File: config.mk
export PLATFORM = sky130hd
export DESIGN_NAME = pipe_stage_chain
export DESIGN_NICKNAME = d
export VERILOG_FILES = /design/src/rtl/pipe_stage_chain.sv
export SDC_FILE = /design/constraint.sdc
export NUM_CORES = 1
export LEC_CHECK = 0
export BUFFER_PORTS_ARGS = -buffer_cell sky130_fd_sc_hd__buf_4
export CORE_MARGIN = 5
export CORE_UTILIZATION = 45
export DETAILED_ROUTE_END_ITERATION = 8
export PLACE_DENSITY = 0.75
export SLEW_MARGIN = 20
export SYNTH_ARGS = -nofsm -noshare
export SYNTH_HDL_FRONTEND = slang
export SYNTH_SLANG_ARGS = --single-unit
File: constraint.sdc
create_clock -name clk_i -period 2.3 [get_ports clk_i]
set_input_delay 0.69 -clock clk_i [delete_from_list [all_inputs] [get_ports clk_i]]
set_output_delay 0.69 -clock clk_i [all_outputs]
set_load 0.005 [all_outputs]
File: src/rtl/pipe_stage_chain.sv
// pipe_stage_chain: configurable-depth chain of pipeline registers with
// per-stage valid bits, stall with upstream back-pressure and bubble
// insertion, per-stage flush, and a saturating stall-cycle counter.
//
// Ports:
//   clk_i         clock, rising edge
//   rst_n         asynchronous active-low reset
//   valid_i       input payload valid
//   data_i        input payload (WIDTH)
//   ready_o       stage 0 loads this cycle (combinational from stall_i)
//   stall_i       bit k holds stage k and every upstream stage (DEPTH)
//   flush_i       bit k clears stage k at the next edge (DEPTH)
//   cnt_clr_i     synchronous clear of the stall counter
//   data_o        payload of the last stage (WIDTH)
//   valid_o       valid of the last stage
//   stage_valid_o valid bit of every stage, bit k = stage k (DEPTH)
//   stall_cnt_o   saturating count of cycles with ready_o low (CNT_W)
module pipe_stage_chain #(
  parameter int unsigned WIDTH = 32,
  parameter int unsigned DEPTH = 1,
  parameter int unsigned CNT_W = 16
) (
  input  logic             clk_i,
  input  logic             rst_n,
  input  logic             valid_i,
  input  logic [WIDTH-1:0] data_i,
  output logic             ready_o,
  input  logic [DEPTH-1:0] stall_i,
  input  logic [DEPTH-1:0] flush_i,
  input  logic             cnt_clr_i,
  output logic [WIDTH-1:0] data_o,
  output logic             valid_o,
  output logic [DEPTH-1:0] stage_valid_o,
  output logic [CNT_W-1:0] stall_cnt_o
);

  logic [DEPTH-1:0]            hold;
  logic [DEPTH-1:0]            v_q, v_d;
  logic [DEPTH-1:0][WIDTH-1:0] d_q, d_d;
  logic [CNT_W-1:0]            cnt_q, cnt_d;

  // hold[k] is the OR of stall_i from stage k down to the last stage.
  always_comb begin
    hold = '0;
    hold[DEPTH-1] = stall_i[DEPTH-1];
    for (int k = int'(DEPTH) - 2; k >= 0; k--) begin
      hold[k] = stall_i[k] | hold[k+1];
    end
  end

  assign ready_o = ~hold[0];

  always_comb begin
    v_d = v_q;
    d_d = d_q;

    // Stage 0: flush beats hold; otherwise load the input unconditionally
    // (data loads even when valid_i is low).
    if (flush_i[0]) begin
      v_d[0] = 1'b0;
      d_d[0] = '0;
    end else if (!hold[0]) begin
      v_d[0] = valid_i;
      d_d[0] = data_i;
    end

    for (int k = 1; k < int'(DEPTH); k++) begin
      if (flush_i[k]) begin
        v_d[k] = 1'b0;
        d_d[k] = '0;
      end else if (hold[k]) begin
        v_d[k] = v_q[k];
        d_d[k] = d_q[k];
      end else if (stall_i[k-1]) begin
        // Upstream neighbour is frozen while this stage drains: insert a bubble.
        v_d[k] = 1'b0;
        d_d[k] = '0;
      end else begin
        v_d[k] = v_q[k-1];
        d_d[k] = d_q[k-1];
      end
    end
  end

  always_comb begin
    cnt_d = cnt_q;
    if (cnt_clr_i) begin
      cnt_d = '0;
    end else if (!ready_o && !(&cnt_q)) begin
      cnt_d = cnt_q + CNT_W'(1);
    end
  end

  always_ff @(posedge clk_i or negedge rst_n) begin
    if (!rst_n) begin
      v_q   <= '0;
      d_q   <= '0;
      cnt_q <= '0;
    end else begin
      v_q   <= v_d;
      d_q   <= d_d;
      cnt_q <= cnt_d;
    end
  end

  assign data_o        = d_q[DEPTH-1];
  assign valid_o       = v_q[DEPTH-1];
  assign stage_valid_o = v_q;
  assign stall_cnt_o   = cnt_q;

endmodule
==> metrics.md, run 1 <==
| Metric | Value |
|---|---|
| Final ANT Viol Nets | `0` |
| Crit. End Element | `flip-flop` |
| Part of the power in registers | `51.3%` |
| Final Skew | `0.000772 ns` |
| Required @ worst endpoint | `2.49 ns` |
| Post-synth EDFFs | `0` |
| Starting density of the core | `45.5%` |
| Reg clk slew, reported paths | `0.09 ns` |
| PD cells | `591 nW/um^2` |
| Postcts setup bufs | `0` |
| DP Worst Slack | `0.325 ns` |
| P&R area growth vs syn | `36.8%` |
| Leakage | `1.58 nW` |
| HP Class | `in -> async` |
| Worst slew margin | `58.9%` |
| Post-route setup TNS | `0 ns` |
| CTS Sinks | `49` |
| Clk pwr share | `33.2%` |
| HPWL Detailed | `4.00 mm` |
| PnR worst setup slack | `0.439 ns` |
| Reg2reg start | `stall_cnt_o[0]$_DFFE_PN0P_` |
| Synth area leader | `dfrtp_1` |
| Gpl congestion | `0.785` |
| Post-Synthesis Cells | `219` |
| Synth cell types | `40` |
| Pins Over Slew Limit | `0` |
| Internal power | `1.39 mW` |
| Max Freq | `537 MHz` |
| Nets | `346` |
| Root Buffer | `clkbuf_8` |
| Unrepaired setup endpoints after global routing | `false` |
| Initial antenna violation count | `0` |
| NetSw | `0.465 mW` |
| Cts repair resizes | `0` |
| Comb power frac | `15.5%` |
| Maximum buffer depth of the clock tree | `2` |
| Vias in the first global route | `2,001` |
| FF-to-FF End | `stall_cnt_o[14]$_DFFE_PN0P_` |
| Tot GR Track Use | `18.4%` |
| YS warnings | `0` |
| Max_cap viols | `0` |
| Num rows | `26` |
| Synthesized Nets | `258` |
| Hold buffers post-CTS | `0` |
| Status | `completed` |
| Switching part of the total | `25.1%` |
| CTS Buf Count | `5` |
| Period utilization | `80.9%` |
| ANT cells | `0` |
| TritonCTS clock tree | `built` |
| Avg Vias per Cell | `5.19` |
| Measured slew at the worst slew-check pin | `0.617 ns` |
| Drt first pass iters | `4` |
| Fin. Hold Viols | `0` |
| Area after DPL | `3030 sq um` |
| CP arrival | `2.05 ns` |
| Worst-path fanout max | `8` |
| Mean Syn Cell Area | `10.5 sq um` |
| Layout cells sized above 1 | `34.7%` |
| Max H-tree Level | `2` |
| Via count | `1,960` |
| First-pass GRT wire length | `9.36 mm` |
| Maximum number of pins on one net before global-route repair | `50` |
| Peak supply drop | `0.466 mV` |
| Final setup vio count | `0` |
| Worst setup SP type | `flip-flop` |
| Grt ovf | `0` |
| DRC | `0` |
| Average routed wire per standard cell | `14.7 um` |
| Critical path class | `reg -> reg` |
| Die area | `6630 sq um` |
| Die span in x | `81.4 um` |
| Chip Height | `81.4 um` |
| Starting DRT DRC Count | `128` |
| Async SR Flop Fraction | `100%` |
| Min Clock Period, post-route | `1.86 ns` |
| Wirelength, routed | `5.56 mm` |
| Flops & latches, synth | `49` |
| Finished Cell Area | `3140 sq um` |
| Yosys top cell area share | `53.4%` |
| Top cells by area, synth | `dfrtp_1, mux2i_1, nor2_1` |
| Mapped Area | `2300 sq um` |
| Top FF cell, synth | `dfrtp_1` |
| Flop2flop setup slack | `0.44 ns` |
| Sequential area share after synthesis | `53.4%` |
| I/O pins | `89` |
| Worst skew pair latency | `0.29 ns` |
| Core footprint | `5040 sq um` |
| IO buf count | `88` |
| Reg2Reg Depth | `6` |
==> cell usage after synthesis (3+ instances only) <==
| library cell | n |
|---|---|
| dfrtp_1 | 49 |
| nor2_1 | 40 |
| mux2i_1 | 33 |
| inv_1 | 9 |
| nand2_1 | 9 |
| clkbuf_1 | 8 |
| nor3_1 | 7 |
| a21oi_1 | 6 |
| nand4_1 | 5 |
| nor4_1 | 4 |
| a31oi_1 | 3 |
| buf_2 | 3 |
| nand3_1 | 3 |
| nand4b_1 | 3 |
| o31ai_1 | 3 |
| or3_1 | 3 |
==> power by group through the flow <==
stage                     clock network [mW]  registers [mW]  logic, mW
final                                  0.616           0.952      0.288
after global routing                   0.677           0.958      0.325
after CTS                              0.637           0.952      0.295
after detailed placement                   0           0.968      0.295
after global placement                     0           0.964      0.289
after floorplan                            0           0.965      0.124
==> logic make-up (layout without fill, tap and decap cells) <==
logic type	Yosys count	in the layout	share of synthesized area [%]
AOI/OAI and AO/OA	25	25	7.68
DFF	49	49	53.4
and+or+nand+nor	87	87	18.7
muxes	35	35	15.4
adders and majority gates	1	1	0.545
buffers and inverters	22	111	4.25
==> state kept, by name, summed over array words and instances, names as in the netlist <==
signal         flops
stall_cnt_o       16
stage_valid_o      1
data_o            32
==> worst max-delay path by stage <==
| stage | from | end | slack (ns) | cells past startpoint |
|---|---|---|---|---|
| floorplan | stall_i | stall_cnt_o[11]$_DFFE_PN0P_ | 0.18 | 6 |
| global placement | stall_i | stall_cnt_o[11]$_DFFE_PN0P_ | 0.34 | 5 |
| detailed placement | stall_i | stall_cnt_o[11]$_DFFE_PN0P_ | 0.32 | 5 |
| CTS | stall_cnt_o[1]$_DFFE_PN0P_ | stall_cnt_o[14]$_DFFE_PN0P_ | 0.45 | 6 |
| global route | stall_cnt_o[0]$_DFFE_PN0P_ | stall_cnt_o[14]$_DFFE_PN0P_ | 0.33 | 6 |
| finish | stall_cnt_o[0]$_DFFE_PN0P_ | stall_cnt_o[14]$_DFFE_PN0P_ | 0.44 | 6 |
==> critical path: stages, from the launching register on <==
cell,delay [ns]
dfrtp_1,0.44
ha_1,0.33
nand2_1,0.18
nor3_1,0.23
buf_4,0.18
nand4b_1,0.11
mux2_2,0.28
==> layer usage <==
metal / track usage [%] / wire length [um]
met5: 0 / 0
met4: 3.55 / 19
met3: 9.43 / 556
met2: 30.0 / 2660
met1: 21.7 / 2320
==> placed cells by master (no fill, tap or decap), types with 4 or more instances in the layout <==
cell type	count
a21oi_1	6
buf_4	94
clkbuf_8	5
dfrtp_1	49
inv_1	9
mux2i_1	33
nand2_1	9
nand4_1	5
nor2_1	40
nor3_1	7
nor4_1	4
==> area by class of cell <==
cell class | instances | area (sq um)
Clock inverter | 3 | 46.3
Timing Repair Buffer | 94 | 706
Sequential cell | 49 | 1230
Inverter | 9 | 33.8
Fill cell | 440 | 1900
Multi-Input combinational cell | 148 | 972
Clock buffer | 5 | 68.8
Tap cell | 70 | 87.6
==> through the flow <==
step / hold WS [ns] / std cells / utilization [%] / total power [mW]
2_1_floorplan: 0.394 / 219 / - / 1.09
3_3_place_gp: 0.504 / 370 / 60.0 / 1.25
3_5_place_dp: 0.515 / 370 / 60.0 / 1.26
4_1_cts: 0.422 / 378 / 62.3 / 1.88
5_1_grt: 0.439 / 378 / 62.3 / 1.96
6_report: 0.396 / 378 / 62.3 / 1.86
Power figures use the tool's default switching activity.
==> inputs of run 2 (changes only) <==
- CORE_UTILIZATION: 45 -> 44
- PLACE_DENSITY: 0.75 -> 0.76
- clock period: 2.3 -> 1.7 ns (I/O delays scaled with it)
==> run 2 against run 1 <==
Net effect: worst hold slack worse by 0.18 ns; sequential power increased by 34%; global-route usage rose by 0.36 points; core utilization up 2.9 points; cell area grew 5.3%; power up 32%; register-to-register slack worse by 0.37 ns; count of clock-buffer cells in the layout increased by 1; routed wire length increased by 5.4%; combinational power up 55%; flip-flop and latch count unchanged; via count grew 4.1%; critical path type is now reg -> out; largest power group unchanged; highest routed layer unchanged.
==> metrics.md, run 2 (synthesized netlist as in run 1, its figures left out) <==
| Metric | Value |
|---|---|
| Avg Vias per Cell | `5.15 (-0.60%)` |
| Min Clock Period, post-route | `1.64 ns` |
| CP startpoint | `stall_cnt_o[0]$_DFFE_PN0P_` |
| CP dominant cell by count | `buf_4` |
| Leakage | `1.70 nW (+7.6%)` |
| Number of cells on the critical path | `3 (-3)` |
| Reg clk slew, reported paths | `0.09 ns (about the same)` |
| Worst skew pair latency | `0.30 ns (about the same)` |
| CTS Sinks | `49 (unchanged)` |
| Hold buffers post-CTS | `0 (unchanged)` |
| TritonCTS clock tree | `built` |
| Critical path class | `reg -> out` |
| Most frequent cells in the layout | `buf_4, dfrtp_1, nor2_1, mux2i_1` |
| Status | `completed` |
| Tot GR Track Use | `18.7% (+0.36 points)` |
| Reg2reg start | `stall_cnt_o[1]$_DFFE_PN0P_` |
| Period utilization | `96.6%` |
| HP Class | `in -> async` |
| Pins Over Slew Limit | `0 (unchanged)` |
| Max H-tree Level | `2 (unchanged)` |
| FF-to-FF End | `stall_cnt_o[11]$_DFFE_PN0P_` |
| Final Skew | `0.00606 ns (+0.00529 ns)` |
| P&R area growth vs syn | `44.1%` |
| Worst slew margin | `59.5% (+0.61 points)` |
| Max Freq | `609 MHz` |
| Worst-path cell chain | `buf_4, buf_4, buf_4` |
| Fin. Hold Viols | `0 (unchanged)` |
| DP Worst Slack | `-0.133 ns (-0.458 ns)` |
| PD cells | `740 nW/um^2 (+25%)` |
| Reg2Reg Depth | `6 (unchanged)` |
| Layout cells sized above 1 | `40.5% (+5.8 points)` |
| Fillers | `430 (-2.3%)` |
| Wirelength, routed | `5.86 mm (+5.4%)` |
| Core footprint | `5070 sq um (+0.65%)` |
| Slowest-stage cell, CP | `dfrtp_1` |
| Unrepaired setup endpoints after global routing | `true` |
| Final setup vio count | `0 (unchanged)` |
| Vias in the first global route | `2,107 (+5.3%)` |
| Required @ worst endpoint | `1.19 ns (-1.30 ns)` |
| Nets | `364 (+5.2%)` |
| I/O pins | `89 (unchanged)` |
| CP bufs+invs | `3 (+2)` |
| ANT cells | `0 (unchanged)` |
| Worst-path fanout max | `4 (-4)` |
| HPWL Detailed | `4.32 mm (+8.0%)` |
| Crit. End Element | `output port` |
| Initial antenna violation count | `0 (unchanged)` |
| First-pass GRT wire length | `9.72 mm (+3.9%)` |
| PnR worst setup slack | `0.0585 ns (-0.381 ns)` |
| Via count | `2,041 (+4.1%)` |
| Flop2flop setup slack | `0.07 ns (-0.37 ns)` |
| Die span in x | `82.2 um (+0.99%)` |
| Worst Setup EP | `stall_cnt_o[0]` |
| Starting density of the core | `45.2% (-0.29 points)` |
| Drt first pass iters | `4 (unchanged)` |
| Hold Slack | `0.219 ns (-0.177 ns)` |
| CP peak stage delay | `0.43 ns (about the same)` |
| Final ANT Viol Nets | `0 (unchanged)` |
| IO buf count | `88 (unchanged)` |
| Max_cap viols | `0 (unchanged)` |
| Worst setup SP type | `flip-flop` |
| Measured slew at the worst slew-check pin | `0.608 ns (-0.00913 ns)` |
| Starting DRT DRC Count | `87 (-32%)` |
| Peak supply drop | `0.540 mV (+16%)` |
| Grt ovf | `0 (unchanged)` |
| CP arrival | `1.13 ns (-0.92 ns)` |
| Area after DPL | `3180 sq um (+5.2%)` |
| Num rows | `26 (unchanged)` |
| DRC | `0 (unchanged)` |
| Max reg flops | `32 (unchanged)` |
| Chip Height | `82.2 um (+0.99%)` |
| Root Buffer | `clkbuf_8` |
| Maximum buffer depth of the clock tree | `2 (unchanged)` |
| CTS Buf Count | `5 (unchanged)` |
| Cell family with most CP delay | `flip-flops` |
| Maximum number of pins on one net before global-route repair | `50 (unchanged)` |
| Gpl congestion | `0.965 (+23%)` |
| Post-Route Utilization | `65.2% (+2.9 points)` |
| Commonest non-fill, non-tap cell in the layout | `buf_4` |
| Die area | `6760 sq um (+2.0%)` |
| Finished Cell Area | `3310 sq um (+5.3%)` |
| Average routed wire per standard cell | `14.8 um (+0.64%)` |
[run 2: metrics by stage]
step	TNS [ns]	power, mW	cells
final	0	2.45	396
after global routing	-0.0299	2.59	396
after CTS	0	2.47	395
after detailed placement	-0.340	1.74	387
after global placement	-0.213	1.73	387
after floorplan	-0.225	1.48	219
[run 2: worst min path at each step]
stage | endpoint | cells past startpoint | slack (ns)
after floorplan | data_o[0]$_DFFE_PN0P_ | 0 | 0.21
after global placement | data_o[12]$_DFFE_PN0P_ | 2 | 0.50
after detailed placement | data_o[30]$_DFFE_PN0P_ | 2 | 0.51
after CTS | data_o[16]$_DFFE_PN0P_ | 1 | 0.24
after global routing | stage_valid_o$_DFFE_PN0P_ | 1 | 0.26
final | stall_cnt_o[8]$_DFFE_PN0P_ | 1 | 0.22
[run 2: routing by layer]
layer | up-vias | track usage [%] | part of all wire, %
met3 | 5 | 7.81 | 8.3
li1 | 987 | - | -
met1 | 985 | 23.0 | 44
met2 | 64 | 30.8 | 47
met5 | - | 0 | 0
met4 | 0 | 3.65 | 0.77
[run 2: repair_timing]
| action | CTS | global route |
|---|---|---|
| setup buffers | 0 | 1 |
| endpoints found under the setup margin | 0 | 9 |
| gates resized for setup | 0 | 6 |
[run 2: cell type report]
cell class	instances	area, sq um	area share [%]
Sequential cell	49	1230	37.1
Multi-Input combinational cell	148	1020	30.9
Timing Repair Buffer	112	841	25.4
Tap cell	70	87.6	2.65
Clock buffer	6	82.6	2.50
Inverter	9	33.8	1.02
Clock inverter	2	13.8	0.416
[run 2: power by group]
group,switching [mW],total (mW),internal (mW)
combinational,0.201,0.446,0.245
clock,0.390,0.720,0.330
sequential,0.0531,1.28,1.23
